--- src/rtl/axi_csr_fifo_pkg.sv ---
// axi_csr_fifo_pkg
// Shared constants for the CSR-controlled FIFO: register byte offsets,
// AXI response codes and the bit positions inside CTRL and STATUS.
package axi_csr_fifo_pkg;

  localparam logic [7:0] REG_CTRL   = 8'h00;
  localparam logic [7:0] REG_STATUS = 8'h04;
  localparam logic [7:0] REG_COUNT  = 8'h08;
  localparam logic [7:0] REG_DATA   = 8'h0C;

  localparam logic [1:0] RESP_OKAY   = 2'b00;
  localparam logic [1:0] RESP_SLVERR = 2'b10;

  localparam int CTRL_EN_BIT    = 0;
  localparam int CTRL_FLUSH_BIT = 1;

  localparam int STAT_EMPTY = 0;
  localparam int STAT_FULL  = 1;
  localparam int STAT_OVF   = 2;
  localparam int STAT_UNF   = 3;

endpackage

--- src/rtl/sync_fifo_core.sv ---
// sync_fifo_core
// Storage, pointers and occupancy for a single-clock FIFO with one push
// and one pop interface. Callers qualify push/pop against full/empty;
// flush clears both pointers and overrides any same-cycle push or pop.
// Ports:
//   clk, rst      clock, synchronous active-high reset
//   flush         empty the FIFO on this edge
//   push, push_data  write one entry
//   pop           advance the read pointer
//   head_data     entry at the read pointer (valid when !empty)
//   full, empty, count  occupancy status, count in 0..FIFO_DEPTH
module sync_fifo_core
  import axi_csr_fifo_pkg::*;
#(
  parameter int DATA_WIDTH = 8,
  parameter int FIFO_DEPTH = 16,
  localparam int PTR_W     = $clog2(FIFO_DEPTH) + 1
) (
  input  logic                  clk,
  input  logic                  rst,
  input  logic                  flush,
  input  logic                  push,
  input  logic [DATA_WIDTH-1:0] push_data,
  input  logic                  pop,
  output logic [DATA_WIDTH-1:0] head_data,
  output logic                  full,
  output logic                  empty,
  output logic [PTR_W-1:0]      count
);

  logic [DATA_WIDTH-1:0] mem [FIFO_DEPTH];
  logic [PTR_W-1:0]      wptr;
  logic [PTR_W-1:0]      rptr;

  // Extra MSB distinguishes full from empty when the index bits match.
  assign empty     = (wptr == rptr);
  assign full      = (wptr[PTR_W-1] != rptr[PTR_W-1]) &&
                     (wptr[PTR_W-2:0] == rptr[PTR_W-2:0]);
  assign count     = wptr - rptr;
  assign head_data = mem[rptr[PTR_W-2:0]];

  always_ff @(posedge clk) begin
    if (rst) begin
      wptr <= '0;
      rptr <= '0;
    end else if (flush) begin
      wptr <= '0;
      rptr <= '0;
    end else begin
      if (push) wptr <= wptr + 1'b1;
      if (pop)  rptr <= rptr + 1'b1;
    end
  end

  always_ff @(posedge clk) begin
    if (push && !flush) mem[wptr[PTR_W-2:0]] <= push_data;
  end

endmodule

--- src/rtl/axi_csr_fifo.sv ---
// axi_csr_fifo
// FIFO with a direct streaming push/pop port and an AXI4-Lite CSR slave
// that controls it, reports status and offers a second push/pop path.
// Ports:
//   csr_clk, csr_rst          clock, synchronous active-high reset
//   csr_aw*/csr_w*/csr_b*     AXI-Lite write channels (wlast ignored)
//   csr_ar*/csr_r*            AXI-Lite read channels (rlast = rvalid)
//   write_enable, write_data  direct push
//   read_enable, read_data    direct pop, read_data registered
// Registers: CTRL 0x00 (en, flush), STATUS 0x04 (empty, full, ovf, unf),
// COUNT 0x08, DATA 0x0C (write pushes, read pops).
module axi_csr_fifo
  import axi_csr_fifo_pkg::*;
#(
  parameter int DATA_WIDTH = 8,
  parameter int ADDR_WIDTH = 8,
  parameter int FIFO_DEPTH = 16
) (
  input  logic                  csr_clk,
  input  logic                  csr_rst,
  input  logic [ADDR_WIDTH-1:0] csr_awaddr,
  input  logic                  csr_awvalid,
  output logic                  csr_awready,
  input  logic [DATA_WIDTH-1:0] csr_wdata,
  input  logic                  csr_wvalid,
  output logic                  csr_wready,
  input  logic                  csr_wlast,
  output logic [1:0]            csr_bresp,
  output logic                  csr_bvalid,
  input  logic                  csr_bready,
  input  logic [ADDR_WIDTH-1:0] csr_araddr,
  input  logic                  csr_arvalid,
  output logic                  csr_arready,
  output logic [DATA_WIDTH-1:0] csr_rdata,
  output logic [1:0]            csr_rresp,
  output logic                  csr_rvalid,
  input  logic                  csr_rready,
  output logic                  csr_rlast,
  input  logic                  write_enable,
  input  logic [DATA_WIDTH-1:0] write_data,
  input  logic                  read_enable,
  output logic [DATA_WIDTH-1:0] read_data
);

  localparam int PTR_W = $clog2(FIFO_DEPTH) + 1;

  logic                  ctrl_en;
  logic                  ovf_flag;
  logic                  unf_flag;
  logic                  full;
  logic                  empty;
  logic [PTR_W-1:0]      count;
  logic [DATA_WIDTH-1:0] head_data;

  logic aw_hit_ctrl, aw_hit_status, aw_hit_count, aw_hit_data;
  logic ar_hit_ctrl, ar_hit_status, ar_hit_count, ar_hit_data;
  logic wr_acc, rd_acc;
  logic dir_push_req, dir_pop_req, axi_push_req, axi_pop_req;
  logic push_req, pop_req, push_ok, pop_ok, flush;
  logic [DATA_WIDTH-1:0] push_data;
  logic [1:0]            wr_resp;
  logic [DATA_WIDTH-1:0] rd_data_nxt;
  logic [1:0]            rd_resp_nxt;
  logic                  unused_sigs;

  assign unused_sigs = &{1'b0, csr_wlast};

  assign aw_hit_ctrl   = (csr_awaddr == ADDR_WIDTH'(REG_CTRL));
  assign aw_hit_status = (csr_awaddr == ADDR_WIDTH'(REG_STATUS));
  assign aw_hit_count  = (csr_awaddr == ADDR_WIDTH'(REG_COUNT));
  assign aw_hit_data   = (csr_awaddr == ADDR_WIDTH'(REG_DATA));
  assign ar_hit_ctrl   = (csr_araddr == ADDR_WIDTH'(REG_CTRL));
  assign ar_hit_status = (csr_araddr == ADDR_WIDTH'(REG_STATUS));
  assign ar_hit_count  = (csr_araddr == ADDR_WIDTH'(REG_COUNT));
  assign ar_hit_data   = (csr_araddr == ADDR_WIDTH'(REG_DATA));

  assign dir_push_req = ctrl_en && write_enable;
  assign dir_pop_req  = ctrl_en && read_enable;

  // A DATA access from AXI stalls while the direct port wants the same
  // operation, so at most one push source and one pop source per cycle.
  assign wr_acc = !csr_rst && csr_awvalid && csr_wvalid && !csr_bvalid &&
                  !(aw_hit_data && dir_push_req);
  assign rd_acc = !csr_rst && csr_arvalid && !csr_rvalid &&
                  !(ar_hit_data && dir_pop_req);

  assign csr_awready = wr_acc;
  assign csr_wready  = wr_acc;
  assign csr_arready = rd_acc;
  assign csr_rlast   = csr_rvalid;

  assign flush        = wr_acc && aw_hit_ctrl && csr_wdata[CTRL_FLUSH_BIT];
  assign axi_push_req = wr_acc && aw_hit_data;
  assign axi_pop_req  = rd_acc && ar_hit_data;
  assign push_req     = dir_push_req || axi_push_req;
  assign pop_req      = dir_pop_req || axi_pop_req;

  // Flush swallows same-cycle traffic silently: nothing moves, no flags.
  assign pop_ok    = pop_req && !empty && !flush;
  assign push_ok   = push_req && (!full || pop_ok) && !flush;
  assign push_data = axi_push_req ? csr_wdata : write_data;

  sync_fifo_core #(
    .DATA_WIDTH (DATA_WIDTH),
    .FIFO_DEPTH (FIFO_DEPTH)
  ) u_core (
    .clk       (csr_clk),
    .rst       (csr_rst),
    .flush     (flush),
    .push      (push_ok),
    .push_data (push_data),
    .pop       (pop_ok),
    .head_data (head_data),
    .full      (full),
    .empty     (empty),
    .count     (count)
  );

  always_comb begin
    wr_resp = RESP_OKAY;
    if (!(aw_hit_ctrl || aw_hit_status || aw_hit_data)) wr_resp = RESP_SLVERR;
    else if (aw_hit_data && !push_ok)                   wr_resp = RESP_SLVERR;
  end

  always_comb begin
    rd_data_nxt = '0;
    rd_resp_nxt = RESP_OKAY;
    if (ar_hit_ctrl) begin
      rd_data_nxt[CTRL_EN_BIT] = ctrl_en;
    end else if (ar_hit_status) begin
      rd_data_nxt[STAT_EMPTY] = empty;
      rd_data_nxt[STAT_FULL]  = full;
      rd_data_nxt[STAT_OVF]   = ovf_flag;
      rd_data_nxt[STAT_UNF]   = unf_flag;
    end else if (ar_hit_count) begin
      rd_data_nxt = DATA_WIDTH'(count);
    end else if (ar_hit_data) begin
      if (pop_ok) rd_data_nxt = head_data;
      else        rd_resp_nxt = RESP_SLVERR;
    end else begin
      rd_resp_nxt = RESP_SLVERR;
    end
  end

  always_ff @(posedge csr_clk) begin
    if (csr_rst) begin
      ctrl_en    <= 1'b1;
      ovf_flag   <= 1'b0;
      unf_flag   <= 1'b0;
      read_data  <= '0;
      csr_bvalid <= 1'b0;
      csr_bresp  <= RESP_OKAY;
      csr_rvalid <= 1'b0;
      csr_rresp  <= RESP_OKAY;
      csr_rdata  <= '0;
    end else begin
      if (wr_acc && aw_hit_ctrl) ctrl_en <= csr_wdata[CTRL_EN_BIT];

      // A new error event wins over a same-cycle W1C.
      if (push_req && !push_ok && !flush)
        ovf_flag <= 1'b1;
      else if (wr_acc && aw_hit_status && csr_wdata[STAT_OVF])
        ovf_flag <= 1'b0;

      if (pop_req && empty && !flush)
        unf_flag <= 1'b1;
      else if (wr_acc && aw_hit_status && csr_wdata[STAT_UNF])
        unf_flag <= 1'b0;

      if (dir_pop_req && pop_ok) read_data <= head_data;

      if (wr_acc) begin
        csr_bvalid <= 1'b1;
        csr_bresp  <= wr_resp;
      end else if (csr_bready) begin
        csr_bvalid <= 1'b0;
      end

      if (rd_acc) begin
        csr_rvalid <= 1'b1;
        csr_rdata  <= rd_data_nxt;
        csr_rresp  <= rd_resp_nxt;
      end else if (csr_rready) begin
        csr_rvalid <= 1'b0;
      end
    end
  end

endmodule

--- config.mk ---
export PLATFORM = sky130hd
export DESIGN_NAME = axi_csr_fifo
export DESIGN_NICKNAME = d
export VERILOG_FILES = /design/src/rtl/axi_csr_fifo_pkg.sv /design/src/rtl/sync_fifo_core.sv /design/src/rtl/axi_csr_fifo.sv
export SDC_FILE = /design/constraint.sdc
export NUM_CORES = 1
export LEC_CHECK = 0
export BUFFER_PORTS_ARGS = -buffer_cell sky130_fd_sc_hd__buf_2
export CAP_MARGIN = 20
export CORE_MARGIN = 2
export CORE_UTILIZATION = 53
export DETAILED_ROUTE_END_ITERATION = 10
export PLACE_DENSITY = 0.75
export REMOVE_ABC_BUFFERS = 1
export SLEW_MARGIN = 20
export SYNTH_ARGS = -nofsm -noshare
export SYNTH_HDL_FRONTEND = slang
export SYNTH_SLANG_ARGS = --single-unit
--- constraint.sdc ---
create_clock -name csr_clk -period 3.56 [get_ports csr_clk]
set_input_delay 1.068 -clock csr_clk [delete_from_list [all_inputs] [get_ports csr_clk]]
set_output_delay 1.068 -clock csr_clk [all_outputs]
set_load 0.03 [all_outputs]
---- Yosys cells after proc, flatten, opt, wreduce, memory -nomap -nowiden ----
Memory sizes are Yosys's and may differ from the RTL's. A register that Yosys moved wholly into a read port is not among the register bits.
Index checks and enable logic that the tools add are counted.
Widths: inputs -> output; s select.
cells by class
  add/subtract/negate cells ............... 3
  eq/ne operators ......................... 8
  muxes and demuxes ....................... 27
  reduce and logical (&&, ||, !) cells .... 51
operators with widths
  operator             count
  $mux 8               4
  $logic_and 1x1->1    30
  $eq 8x4->1 const B   3
  $eq 8x3->1 const B   2
  $logic_not 8->1      2
  $mux 4               4
  $mux 2               7
  $mux 1               11
  $add 5x1->5 const B  2
  $logic_not 1->1      9
  $reduce_bool 2->1    4
  $mux 7               1
  $eq 5x5->1           1
  $logic_or 1x1->1     5
  $sub 5x5->5          1
  $eq 4x4->1           1
  $reduce_or 2->1      1
  $ne 1x1->1           1
storage, ports and cells
  bits in registers ....................... 35
  RAM bits ................................ 128
  logic and storage cells ................. 101
  memories kept ........................... 1
memories
  name        words  bits a word  rd ports  clocked after memory_dff  wr ports  RTL line              text
  u_core.mem  16     8            1         1                         1         sync_fifo_core.sv:31  logic [DATA_WIDTH-1:0] mem [FIFO_DEPTH];

---- Depth between registers and ports, before layout ----
  depth in word-level cells ............... 16
  depth in mapped cells ................... 9
  gate-level depth less buffers ........... 9

---- Modules after synthesis ----
Synthesis repeated with hierarchy kept, for this count alone.
second synthesis, totals
  cell total of the unflattened synthesis .. 444
  area total of the unflattened synthesis .. 7018.0 um2
by module, submodules not included
  module          instances  cells each  area an instance (um2)  sequential area each (um2)
  sync_fifo_core  1          294         5704.2                  4124.0
  axi_csr_fifo    1          150         1313.8                  460.4

---- Worst setup path after synthesis ----
No wires, ideal clock.
  path kind ............................... input port to flip-flop
  from .................................... in csr_araddr[1]
  to ...................................... mem u_core.mem[3][0] (enable)
  library setup time ...................... 0.383 ns
  arrival time ............................ 3.182 ns
  required time ........................... 3.177 ns
  setup slack ............................. -0.005 ns
  stages on the path ...................... 5
  buffers on the path ..................... 0
  cell sequence ........................... or4_4 > o41ai_4 > o221a_2 > nand2_1 > nor3_1
between the ends
  longest elaborated chain between the ends .. 14
RTL lines
  what                                RTL line              text
  from (decl)                         axi_csr_fifo.sv:31    input logic [ADDR_WIDTH-1:0] csr_araddr,
  $eq 8x4->1 (*)                      axi_csr_fifo.sv:75    assign ar_hit_data = (csr_araddr == ADDR_WIDTH'(REG_DATA));
  $logic_and 1x1->1                   axi_csr_fifo.sv:85    !(ar_hit_data && dir_pop_req);
  $logic_not 1->1                     axi_csr_fifo.sv:85
  $logic_and 1x1->1                   axi_csr_fifo.sv:84    assign rd_acc = !csr_rst && csr_arvalid && !csr_rvalid &&
  $logic_and 1x1->1 (*)               axi_csr_fifo.sv:94    assign axi_pop_req = rd_acc && ar_hit_data;
  $logic_or 1x1->1 (*)                axi_csr_fifo.sv:96    assign pop_req = dir_pop_req || axi_pop_req;
  $logic_and 1x1->1 (*) (2 in a row)  axi_csr_fifo.sv:99    assign pop_ok = pop_req && !empty && !flush;
  $logic_or 1x1->1 (*)                axi_csr_fifo.sv:100   assign push_ok = push_req && (!full || pop_ok) && !flush;
  $logic_and 1x1->1 (*) (2 in a row)  axi_csr_fifo.sv:100
  $logic_and 1x1->1 (*)               sync_fifo_core.sv:56  if (push && !flush) mem[wptr[PTR_W-2:0]] <= push_data;
  $mux 1 (*)                          sync_fifo_core.sv:56
  $mux 1 (not written as such) (*)    sync_fifo_core.sv:56
  to (decl)                           sync_fifo_core.sv:31
Mark *: on every way between the ends. The rest lies on a longest branch, timed or not.

---- Final worst setup path ----
  from .................................... in csr_araddr[1]
  to ...................................... out csr_arready
between the ends
  longest elaborated chain between the ends .. 4
RTL lines
  what               RTL line            text
  $eq 8x4->1         axi_csr_fifo.sv:75
  $logic_and 1x1->1  axi_csr_fifo.sv:85
  $logic_not 1->1    axi_csr_fifo.sv:85
  $logic_and 1x1->1  axi_csr_fifo.sv:84
  to (decl)          axi_csr_fifo.sv:33  output logic csr_arready,
No other way between the ends.

==> results.json <==
{
  "async_reset_ff_share_pct": 0,
  "pin_count": 68,
  "finalClockSkew_ps": 6.89,
  "fillers": 918,
  "holdWs_ps": 475,
  "die_w_um": 119,
  "clock_latency_ps": 430,
  "cts_max_path_buffers": 2,
  "grt_pass1_vias": 4194,
  "hpwl_um": 10200,
  "cts_tree": "yes",
  "ys.flop_type": "edfxtp_1",
  "path_clk_slew_ps": 60,
  "power_density_nw_per_um2": 533,
  "r2r-start": "u_core.wptr[2]",
  "initial_core_util_pct": 53.5,
  "design_area_sq_um": 8210,
  "required_ps": 2490,
  "cts_htree_levels": 4,
  "fin_setup_tns_ps": 0,
  "worst_pin_slew_ps": 589,
  "synth.avg_cell_area_sq_um": 15.7,
  "placedInstanceArea_sq_um": 7660,
  "cp-end-kind": "primary output",
  "critical_path_class": "primary input to primary output",
  "antenna_found_initial": 0,
  "startpoint": "csr_araddr[1]",
  "cts_made_buffers": 17,
  "grt_first_pass_wirelength_um": 23300,
  "synth_edf_count": 128,
  "area_delta_synth_final_pct": 17.2,
  "hold_path_class": "flop to flop",
  "r2r_cells": 7,
  "ys_ff_latch": 165,
  "fin_crit_ps": 3500,
  "multi_input_area_sq_um": 2280,
  "drt-total-wl_um": 14800,
  "worst-r2r-setup-slack_ps": 1070,
  "pre_cts_ws_ps": 12.2,
  "hold_violations": 0,
  "port_buffers": 64,
  "drive_above_1_share_pct": 32.5,
  "drt_iter0_markers": 350,
  "synthTopCellsByArea": "edfxtp_1 55%, mux4_2 12%, dfxtp_1 11%",
  "synth_largest_area_cell": "edfxtp_1",
  "critPathCapture": "csr_arready",
  "setup_viol": 0,
  "nNetsFinal": 590,
  "clkSinkCount": 165,
  "maxSlewHeadroom_pct": 60.7,
  "status": "completed",
  "rr_endpoint": "u_core.mem[3][4]",
  "diodes": 0,
  "grt-ovfl-total": 0,
  "drv_cap": 0,
  "grt_max_degree": 33,
  "first_pass_iters": 5,
  "p_total_mw": 4.38,
  "worst_slack_ps": 57.4,
  "antenna_left": 0,
  "core_sq_um": 13100,
  "min_period_over_period_pct": 98.4,
  "drc": 0,
  "regArea_sq_um": 4590,
  "final_cells": 727,
  "ys_types": 61,
  "dp_cells": 694,
  "yosys.area.top_type_share_pct": 54.9,
  "netlist_instances": 447,
  "synthTopCellsByCount": "128 x edfxtp_1, 37 x dfxtp_1, 37 x mux4_2",
  "die_area_sq_um": 14200,
  "p_leak_nw": 2.90,
  "grt_usage_pct": 22.4,
  "wl_per_cell_um": 20.4,
  "slew_violations": 0,
  "ys_warn_count": 0,
  "die_y_um": 119,
  "post_cts_resize_count": 0,
  "fin_util_pct": 62.7,
  "vias_per_cell": 5.80,
  "yosysSeqAreaShare_pct": 65.4,
  "num_rows": 42,
  "cp-start-kind": "primary input",
  "peakVddDrop_mv": 0.337,
  "place_congestion": 0.836,
  "arrival_ps": 2430,
  "cts-root-buf": "clkbuf_16",
  "vias": 4217,
  "synthesis.area_sq_um": 7010,
  "clock.fmax_mhz": 286,
  "post-synth-top-count-cell": "edfxtp_1",
  "cp_max_fo": 2
}
-- worst min path at each step --
stage	startpoint	endpoint	slack [ps]	cells past startpoint
global route	csr_bresp[1]	csr_bresp[1]	490	2
global placement	csr_rdata[1]	csr_rdata[1]	460	2
finish	csr_rdata[1]	csr_rdata[1]	470	2
detailed placement	csr_rdata[1]	csr_rdata[1]	470	2
floorplan	unf_flag	unf_flag	450	2
CTS	csr_rdata[1]	csr_rdata[1]	470	2
-- routing by layer --
layer	vias to the layer above	wire length, um	GRT usage [%]	part of all wire (%)
met4	0	352	8.56	2.4
met1	2087	6410	30.1	43
met5	-	0	0	0
met3	23	949	5.41	6.4
li1	1941	-	-	-
met2	166	7120	35.7	48
-- cells by family (layout without fill, tap and decap cells) --
family,Yosys count,count (layout),synth area share [%]
DFF,165,165,65.4
and+or+nand+nor,129,129,9.68
muxes,55,55,14.6
AOI/OAI and AO/OA,47,47,5.36
buffers and inverters,33,136,2.09
adders and majority gates,10,10,1.89
xor gates and xnor gates,7,7,0.875
other,1,2,0.0535
-- cell usage in the layout, fill, tap and decap left out, types with 2 or more instances in the layout --
cell type and count:
a211o_1 2, a21o_1 2, a21oi_1 11, a22oi_1 5, a31oi_1 2, a32o_1 3, a32oi_1 2, and2_1 3
and3_1 5, and4_1 2, buf_2 64, buf_4 30, clkbuf_1 3, clkbuf_16 17, clkinv_2 5, clkinv_4 3
conb_1 2, dfxtp_1 36, edfxtp_1 128, ha_1 9, inv_1 10, inv_6 2, mux2_2 8, mux2i_1 10
mux4_2 37, nand2_1 23, nand2b_1 4, nand3_1 13, nand4_1 7, nor2_1 35, nor2b_1 7, nor3_1 9
nor4_1 3, o21ai_0 7, or3_1 4, or4_1 2, xnor2_1 3, xor2_1 4
-- power by group --
part	leakage [nW]	switching, mW	internal [mW]	total (mW)
clock network	0.268	0.710	0.961	1.67
registers	1.46	0.0244	2.12	2.14
logic	1.17	0.315	0.252	0.567
total	2.90	1.05	3.33	4.38
-- final cells by class --
| type | instances | share of cell area [%] |
|---|---|---|
| Inverter | 10 | 0.457 |
| Sequential cell | 165 | 55.9 |
| Clock inverter | 12 | 1.30 |
| Timing Repair Buffer | 94 | 6.64 |
| Multi-Input combinational cell | 250 | 27.8 |
| Tap cell | 176 | 2.68 |
| Clock buffer | 20 | 5.32 |
-- state kept, by name, indices dropped and copies added (netlist names), named ones only --
| signal | flops |
|---|---|
| u_core.wptr | 5 |
| unf_flag | 1 |
| csr_rresp | 1 |
| u_core.rptr | 5 |
| csr_bvalid | 1 |
| csr_rdata | 8 |
| ovf_flag | 1 |
| csr_bresp | 1 |
| u_core.mem | 128 |
| csr_rlast | 1 |
| ctrl_en | 1 |
| read_data | 8 |
-- critical path, stage by stage --
cell,delay [ps]
buf_2,90
or4_4,520
or2_0,250
o31ai_2,230
inv_1,80
buf_2,180
-- timing repair --
action / CTS / global route
hold buffers: 0 / 0
endpoints found under the setup margin: 0 / 1
setup buffers: 0 / 1
Note: power is estimated with default switching activity, not from simulation.
